### config.mk
export PLATFORM = sky130hd
export DESIGN_NAME = shift_sched_64
export DESIGN_NICKNAME = d
export VERILOG_FILES = /design/src/rtl/shift_pkg.sv /design/src/rtl/shift_step_64.sv /design/src/rtl/shift_sched_64.sv
export SDC_FILE = /design/constraint.sdc
export NUM_CORES = 1
export LEC_CHECK = 0
export ABC_AREA = 1
export BUFFER_PORTS_ARGS = -buffer_cell sky130_fd_sc_hd__buf_4
export CAP_MARGIN = 5
export CORE_MARGIN = 5
export CORE_UTILIZATION = 47
export DETAILED_ROUTE_END_ITERATION = 8
export PLACE_DENSITY_LB_ADDON = 0.3
export SLEW_MARGIN = 5
export SYNTH_ARGS = -nofsm -noshare
export SYNTH_HDL_FRONTEND = slang
export SYNTH_SLANG_ARGS = --single-unit
### constraint.sdc
create_clock -name clk -period 2.53 [get_ports clk]
set_clock_uncertainty 0.05 [all_clocks]
set_input_delay 0.253 -clock clk [delete_from_list [all_inputs] [get_ports clk]]
set_output_delay 0.253 -clock clk [all_outputs]
set_load 0.03 [all_outputs]
### src/rtl/shift_pkg.sv
// Shared constants, opcode encodings and FSM state type for the iterative
// 64-bit shift scheduler.
package shift_pkg;

    localparam int XLEN = 64;
    localparam int SHW  = 6;

    localparam logic [1:0] OP_SLL = 2'b00;
    localparam logic [1:0] OP_SRL = 2'b01;
    localparam logic [1:0] OP_SRA = 2'b10;
    localparam logic [1:0] OP_ILL = 2'b11;

    localparam logic REQ_ID0 = 1'b0;
    localparam logic REQ_ID1 = 1'b1;

    typedef enum logic [1:0] {
        ST_IDLE  = 2'd0,
        ST_SHIFT = 2'd1,
        ST_DONE  = 2'd2
    } state_e;

    // Index of the highest set bit; zero when no bit is set.
    function automatic logic [2:0] msb_index(input logic [SHW-1:0] r);
        logic [2:0] idx;
        idx = 3'd0;
        for (int i = 0; i < SHW; i++) begin
            if (r[i]) begin
                idx = 3'(i);
            end
        end
        return idx;
    endfunction

    function automatic logic [XLEN-1:0] sext_word(input logic [XLEN-1:0] w);
        return {{(XLEN-32){w[31]}}, w[31:0]};
    endfunction

endpackage

### src/rtl/shift_step_64.sv
// One power-of-two shift stage: shifts the working value by 2^stage,
// left with zero fill or right with the supplied fill bit.
module shift_step_64
    import shift_pkg::*;
(
    input  logic [XLEN-1:0] w_in,
    input  logic [2:0]      stage,
    input  logic            shift_left,
    input  logic            fill,
    output logic [XLEN-1:0] w_out
);

    logic [XLEN-1:0] left_s  [SHW];
    logic [XLEN-1:0] right_s [SHW];

    generate
        for (genvar gi = 0; gi < SHW; gi++) begin : g_stage
            localparam int S = 1 << gi;
            assign left_s[gi]  = {w_in[XLEN-1-S:0], {S{1'b0}}};
            assign right_s[gi] = {{S{fill}}, w_in[XLEN-1:S]};
        end
    endgenerate

    always_comb begin
        w_out = w_in;
        for (int i = 0; i < SHW; i++) begin
            if (stage == 3'(i)) begin
                w_out = shift_left ? left_s[i] : right_s[i];
            end
        end
    end

endmodule

### src/rtl/shift_sched_64.sv
// Two-requester round-robin front end around an iterative shifter that
// applies one power-of-two stage per cycle, highest stage first.
module shift_sched_64
    import shift_pkg::*;
(
    input  logic            clk,
    input  logic            rst_n,
    input  logic            req0_valid,
    output logic            req0_ready,
    input  logic [1:0]      req0_op,
    input  logic            req0_word,
    input  logic [XLEN-1:0] req0_din,
    input  logic [SHW-1:0]  req0_shamt,
    input  logic            req1_valid,
    output logic            req1_ready,
    input  logic [1:0]      req1_op,
    input  logic            req1_word,
    input  logic [XLEN-1:0] req1_din,
    input  logic [SHW-1:0]  req1_shamt,
    output logic            rsp_valid,
    input  logic            rsp_ready,
    output logic            rsp_id,
    output logic [XLEN-1:0] rsp_dout,
    output logic            rsp_err,
    output logic            busy
);

    state_e          state_q, state_d;
    logic            ptr_q, ptr_d;
    logic [XLEN-1:0] w_q, w_d;
    logic            fill_q, fill_d;
    logic [SHW-1:0]  r_q, r_d;
    logic            left_q, left_d;
    logic            word_q, word_d;
    logic            id_q, id_d;
    logic            err_q, err_d;
    logic [XLEN-1:0] dout_q, dout_d;
    logic            valid_q, valid_d;
    logic            busy_q, busy_d;

    logic            grant0, grant1, idle, accept;
    logic            sel_id, sel_word, load_fill;
    logic [1:0]      sel_op;
    logic [XLEN-1:0] sel_din, load_w, step_w;
    logic [SHW-1:0]  sel_shamt, eff_r;
    logic [2:0]      stage;

    // A lone requester wins outright; the pointer only breaks ties.
    assign grant0 = req0_valid & (~req1_valid | (ptr_q == REQ_ID0));
    assign grant1 = req1_valid & (~req0_valid | (ptr_q == REQ_ID1));
    assign idle   = (state_q == ST_IDLE);

    assign req0_ready = rst_n & idle & grant0;
    assign req1_ready = rst_n & idle & grant1;
    assign accept     = req0_ready | req1_ready;

    assign sel_id    = grant1 ? REQ_ID1 : REQ_ID0;
    assign sel_op    = grant1 ? req1_op    : req0_op;
    assign sel_word  = grant1 ? req1_word  : req0_word;
    assign sel_din   = grant1 ? req1_din   : req0_din;
    assign sel_shamt = grant1 ? req1_shamt : req0_shamt;

    // Word ops shift only by shamt[4:0].
    assign eff_r = sel_word ? {1'b0, sel_shamt[4:0]} : sel_shamt;

    always_comb begin
        load_w    = sel_din;
        load_fill = 1'b0;
        if (sel_op == OP_SRA) begin
            load_w    = sel_word ? sext_word(sel_din) : sel_din;
            load_fill = sel_word ? sel_din[31] : sel_din[XLEN-1];
        end else if (sel_word) begin
            load_w = {{(XLEN-32){1'b0}}, sel_din[31:0]};
        end
    end

    assign stage = msb_index(r_q);

    shift_step_64 u_step (
        .w_in       (w_q),
        .stage      (stage),
        .shift_left (left_q),
        .fill       (fill_q),
        .w_out      (step_w)
    );

    always_comb begin
        state_d = state_q;
        ptr_d   = ptr_q;
        w_d     = w_q;
        fill_d  = fill_q;
        r_d     = r_q;
        left_d  = left_q;
        word_d  = word_q;
        id_d    = id_q;
        err_d   = err_q;
        dout_d  = dout_q;

        case (state_q)
            ST_IDLE: begin
                if (accept) begin
                    id_d   = sel_id;
                    ptr_d  = ~sel_id;
                    err_d  = 1'b0;
                    word_d = sel_word;
                    left_d = (sel_op == OP_SLL);
                    fill_d = load_fill;
                    w_d    = load_w;
                    r_d    = eff_r;
                    if (sel_op == OP_ILL) begin
                        err_d   = 1'b1;
                        word_d  = 1'b0;
                        w_d     = sel_din;
                        r_d     = '0;
                        dout_d  = sel_din;
                        state_d = ST_DONE;
                    end else if (eff_r == '0) begin
                        dout_d  = sel_word ? sext_word(load_w) : load_w;
                        state_d = ST_DONE;
                    end else begin
                        state_d = ST_SHIFT;
                    end
                end
            end
            ST_SHIFT: begin
                w_d = step_w;
                r_d = r_q & ~(SHW'(1) << stage);
                if (r_d == '0) begin
                    dout_d  = word_q ? sext_word(step_w) : step_w;
                    state_d = ST_DONE;
                end
            end
            ST_DONE: begin
                if (rsp_ready) begin
                    state_d = ST_IDLE;
                end
            end
            default: begin
                state_d = ST_IDLE;
            end
        endcase

        valid_d = (state_d == ST_DONE);
        busy_d  = (state_d != ST_IDLE);
    end

    always_ff @(posedge clk or negedge rst_n) begin
        if (!rst_n) begin
            state_q <= ST_IDLE;
            ptr_q   <= REQ_ID0;
            w_q     <= '0;
            fill_q  <= 1'b0;
            r_q     <= '0;
            left_q  <= 1'b0;
            word_q  <= 1'b0;
            id_q    <= REQ_ID0;
            err_q   <= 1'b0;
            dout_q  <= '0;
            valid_q <= 1'b0;
            busy_q  <= 1'b0;
        end else begin
            state_q <= state_d;
            ptr_q   <= ptr_d;
            w_q     <= w_d;
            fill_q  <= fill_d;
            r_q     <= r_d;
            left_q  <= left_d;
            word_q  <= word_d;
            id_q    <= id_d;
            err_q   <= err_d;
            dout_q  <= dout_d;
            valid_q <= valid_d;
            busy_q  <= busy_d;
        end
    end

    assign rsp_valid = valid_q;
    assign rsp_id    = id_q;
    assign rsp_dout  = dout_q;
    assign rsp_err   = err_q;
    assign busy      = busy_q;

endmodule

==> results.txt <==
Sequential area share after synthesis: 26.8%
Yosys reg bits: 144
Slew Limit Headroom: 47.1%
Mapped Nets: 2550
Share of layout cells above drive strength 1: 19.4%
Synth warn: 0
Initial Util: 47.3%
Num rows: 62
P_leak: 9.75 nW
CTS Root Cell: clkbuf_16
Status: finished clean
Top layer in use: met4
CP max FO: 23
Total congestion overflow: 0
Top_reg_cell synth: dfrtp_1
Ys async rst share: 100%
Crit path launch type: flop
Synth Cell Area: 13500 um2
Worst setup EP type: flop
DR vias/cell: 5.99
Synthesized instance count: 2399
Met3 wire length: 8.04 mm
Post-Place Cells: 3047
DRC Markers: 0
Synth cell types: 38
Storage element area: 3610 um2
DRT iter0 DRCs: 2834
Hold Fails Final Rpt: 0
Die area: 32100 um2
Most frequent CP cell: nand2_1
Routed Antenna Nets: 0
Num CTS Buffers: 17
HP Class: in -> reg
Placer Congestion: 1.12
Pre-Repair DR Iteration Count: 9
CTS tree: done
R2R cell count: 13
H-tree depth: 4
Met2 routed WL: 32.3 mm
R2r setup slk: 0.04 ns
Setup violations, final: 0
Syn Area/Cell: 5.61 um2
Largest net degree at the start of global routing: 61
Die height: 179 um
Top Ports: 221
Total track usage: 44.4%
Crit path time final: 2.49 ns
CP peak stage delay: 0.37 ns
Critical Path RT: 2.81 ns
Via count: 18500
Share of the synthesized area in the top cell type: 26.8%
Hpwl dp: 53.8 mm
Fin cells: 3088
Die X: 179 um
Power per cell area: 1750 nW/um2
Initial antenna violation count: 0
Synth area leader: dfrtp_1
Number of cells on the critical path: 13
Worst-Margin Slew: 0.794 ns
Final wirelength: 73.3 mm
Crit-path leading delay family: simple AND/OR/NAND/NOR gates
Buffers added on ports: 220
Clock transition at path regs: 0.07 ns
Maximum vdd drop: 935 uV
Worst Hold Depth: 3
CP bufs+invs: 3
WP data arrival: 2.76 ns
Max-Cap Viols: 0
Post-synth EDFFs: 0
Sink Count: 144
Nets: 2842
Core box area: 28500 um2
P&R area growth vs syn: 29.6%
Crit path kind: reg -> reg
Met1 WL: 26.1 mm
Synth area leaders: dfrtp_1, nand2_1, o21ai_0
Period utilization: 98.3%
Peak Freq: 402 MHz
Fin util: 61.3%
CTS max path bufs: 2
First-pass GRT wire length: 106 mm
Wire per inst: 23.7 um
Pins Over Slew Limit: 0
Worst-path cell chain: inv_2 -> nand2_1 -> nand2_8 -> nand2_1 -> o21ai_1 -> nand2_1 -> inv_1 -> nor2_4 -> nand2_1 -> nand2_2 -> o21ai_0 -> buf_4 -> a22oi_1
Fill cells: 2788
Worst path slowest cell: dfrtp_1
RSZ-0062 raised after global routing: true
Area of the multi-input gates: 8330 um2
Clk Latency, worst-skew pair: 0.46 ns
Vias in the first global route: 17300
==> cell usage after synthesis (13+ instances only) <==
| cell type | count |
|---|---|
| buf_1 | 17 |
| nand2_1 | 916 |
| clkbuf_1 | 82 |
| or2_2 | 28 |
| o211ai_1 | 34 |
| o21ai_0 | 226 |
| buf_2 | 42 |
| dfrtp_1 | 144 |
| o31ai_1 | 32 |
| nand3_1 | 211 |
| o221ai_1 | 13 |
| inv_1 | 254 |
| nor2_1 | 182 |
| a21oi_1 | 129 |
==> what timing repair did <==
item / in CTS / in global routing
resized for setup: 2 / 29
cloned: 0 / 3
setup buffers: 0 / 4
hold buffers: 2 / 0
pin swaps: 0 / 1
endpoints found under the hold margin: 40 / 0
setup endpoints to repair: 38 / 82
==> where the power goes <==
group | internal, mW | leakage (nW) | switching, mW | total (mW)
sequential | 3.48 | 1.75 | 1.13 | 4.61
clock | 1.67 | 0.300 | 1.21 | 2.88
combinational | 7.37 | 7.70 | 15.7 | 23.1
==> path summary, 6_finish.rpt <==
path                                    start                  end
max                         ptr_q$_DFFE_PN0P_  w_q[44]$_DFFE_PN0P_
min                             req1_shamt[1]   r_q[1]$_DFFE_PN0P_
max reg2reg                 ptr_q$_DFFE_PN0P_  w_q[44]$_DFFE_PN0P_
min reg2reg                rsp_id$_DFFE_PN0P_   rsp_id$_DFFE_PN0P_
max in group asynchronous               rst_n   left_q$_DFFE_PN0P_
min in group asynchronous               rst_n  rsp_valid$_DFF_PN0_
==> logic make-up (layout without fill, tap and decap cells) <==
logic type / count (synthesis) / count (layout) / synth area share, %
other cells: 0 / 1 / 0
buf+inv: 413 / 716 / 12.2
compound gates: 474 / 474 / 19.7
mux: 3 / 3 / 0.223
simple gates: 1365 / 1366 / 41.1
flops: 144 / 144 / 26.8
==> placed cells by master (no fill, tap or decap), drive strengths merged, types with 34 or more instances in the layout <==
| cell | netlist | layout |
|---|---|---|
| buf | 66 | 415 |
| a21oi | 129 | 129 |
| nand3 | 211 | 211 |
| o211ai | 34 | 34 |
| inv | 262 | 267 |
| nor2 | 189 | 190 |
| o21ai | 239 | 239 |
| or2 | 41 | 41 |
| dfrtp | 144 | 144 |
| nand2 | 920 | 920 |
==> flip-flops by register name (all words and copies together) (netlist names), 2 cells and up <==
signal,count
rsp_dout,64
w_q,64
r_q,6
state_q,2
==> layout make-up <==
cell class              instances  area share, %
multi-input cells            1843           47.7
flip-flops and latches        144           20.7
repair buffers                420           19.5
inverters                     265           5.74
well taps                     384           2.75
clock buffers                  18           2.46
clock inverters                13           1.14
diodes                          1         0.0143
==> metrics by stage <==
step / worst slack (ns) / power, mW / area [um2] / hold slack (ns) / TNS, ns
floorplan: 0.192 / 17.2 / 13500 / -0.0926 / 0
global placement: 0.00122 / 26.2 / 16600 / 0.0333 / 0
detailed placement: -0.0448 / 26.4 / 16600 / 0.0322 / -0.220
CTS: 0.0679 / 29.4 / 17300 / 0.0649 / 0
global route: -0.0505 / 32.3 / 17500 / 0.0904 / -0.210
finish: 0.0421 / 30.6 / 17500 / 0.0878 / 0
==> worst min-delay path, stage by stage <==
cell,delay [ns]
buf_4,0.08
o21ai_1,0.08
o22ai_1,0.14
==> per-layer routing <==
layer	up-vias	track usage, %
li1	8247	-
met1	8518	54.7
met2	1390	68.1
met3	343	9.05
met4	0	33.4
met5	-	0.160
Note: power is estimated with default switching activity, not from simulation.
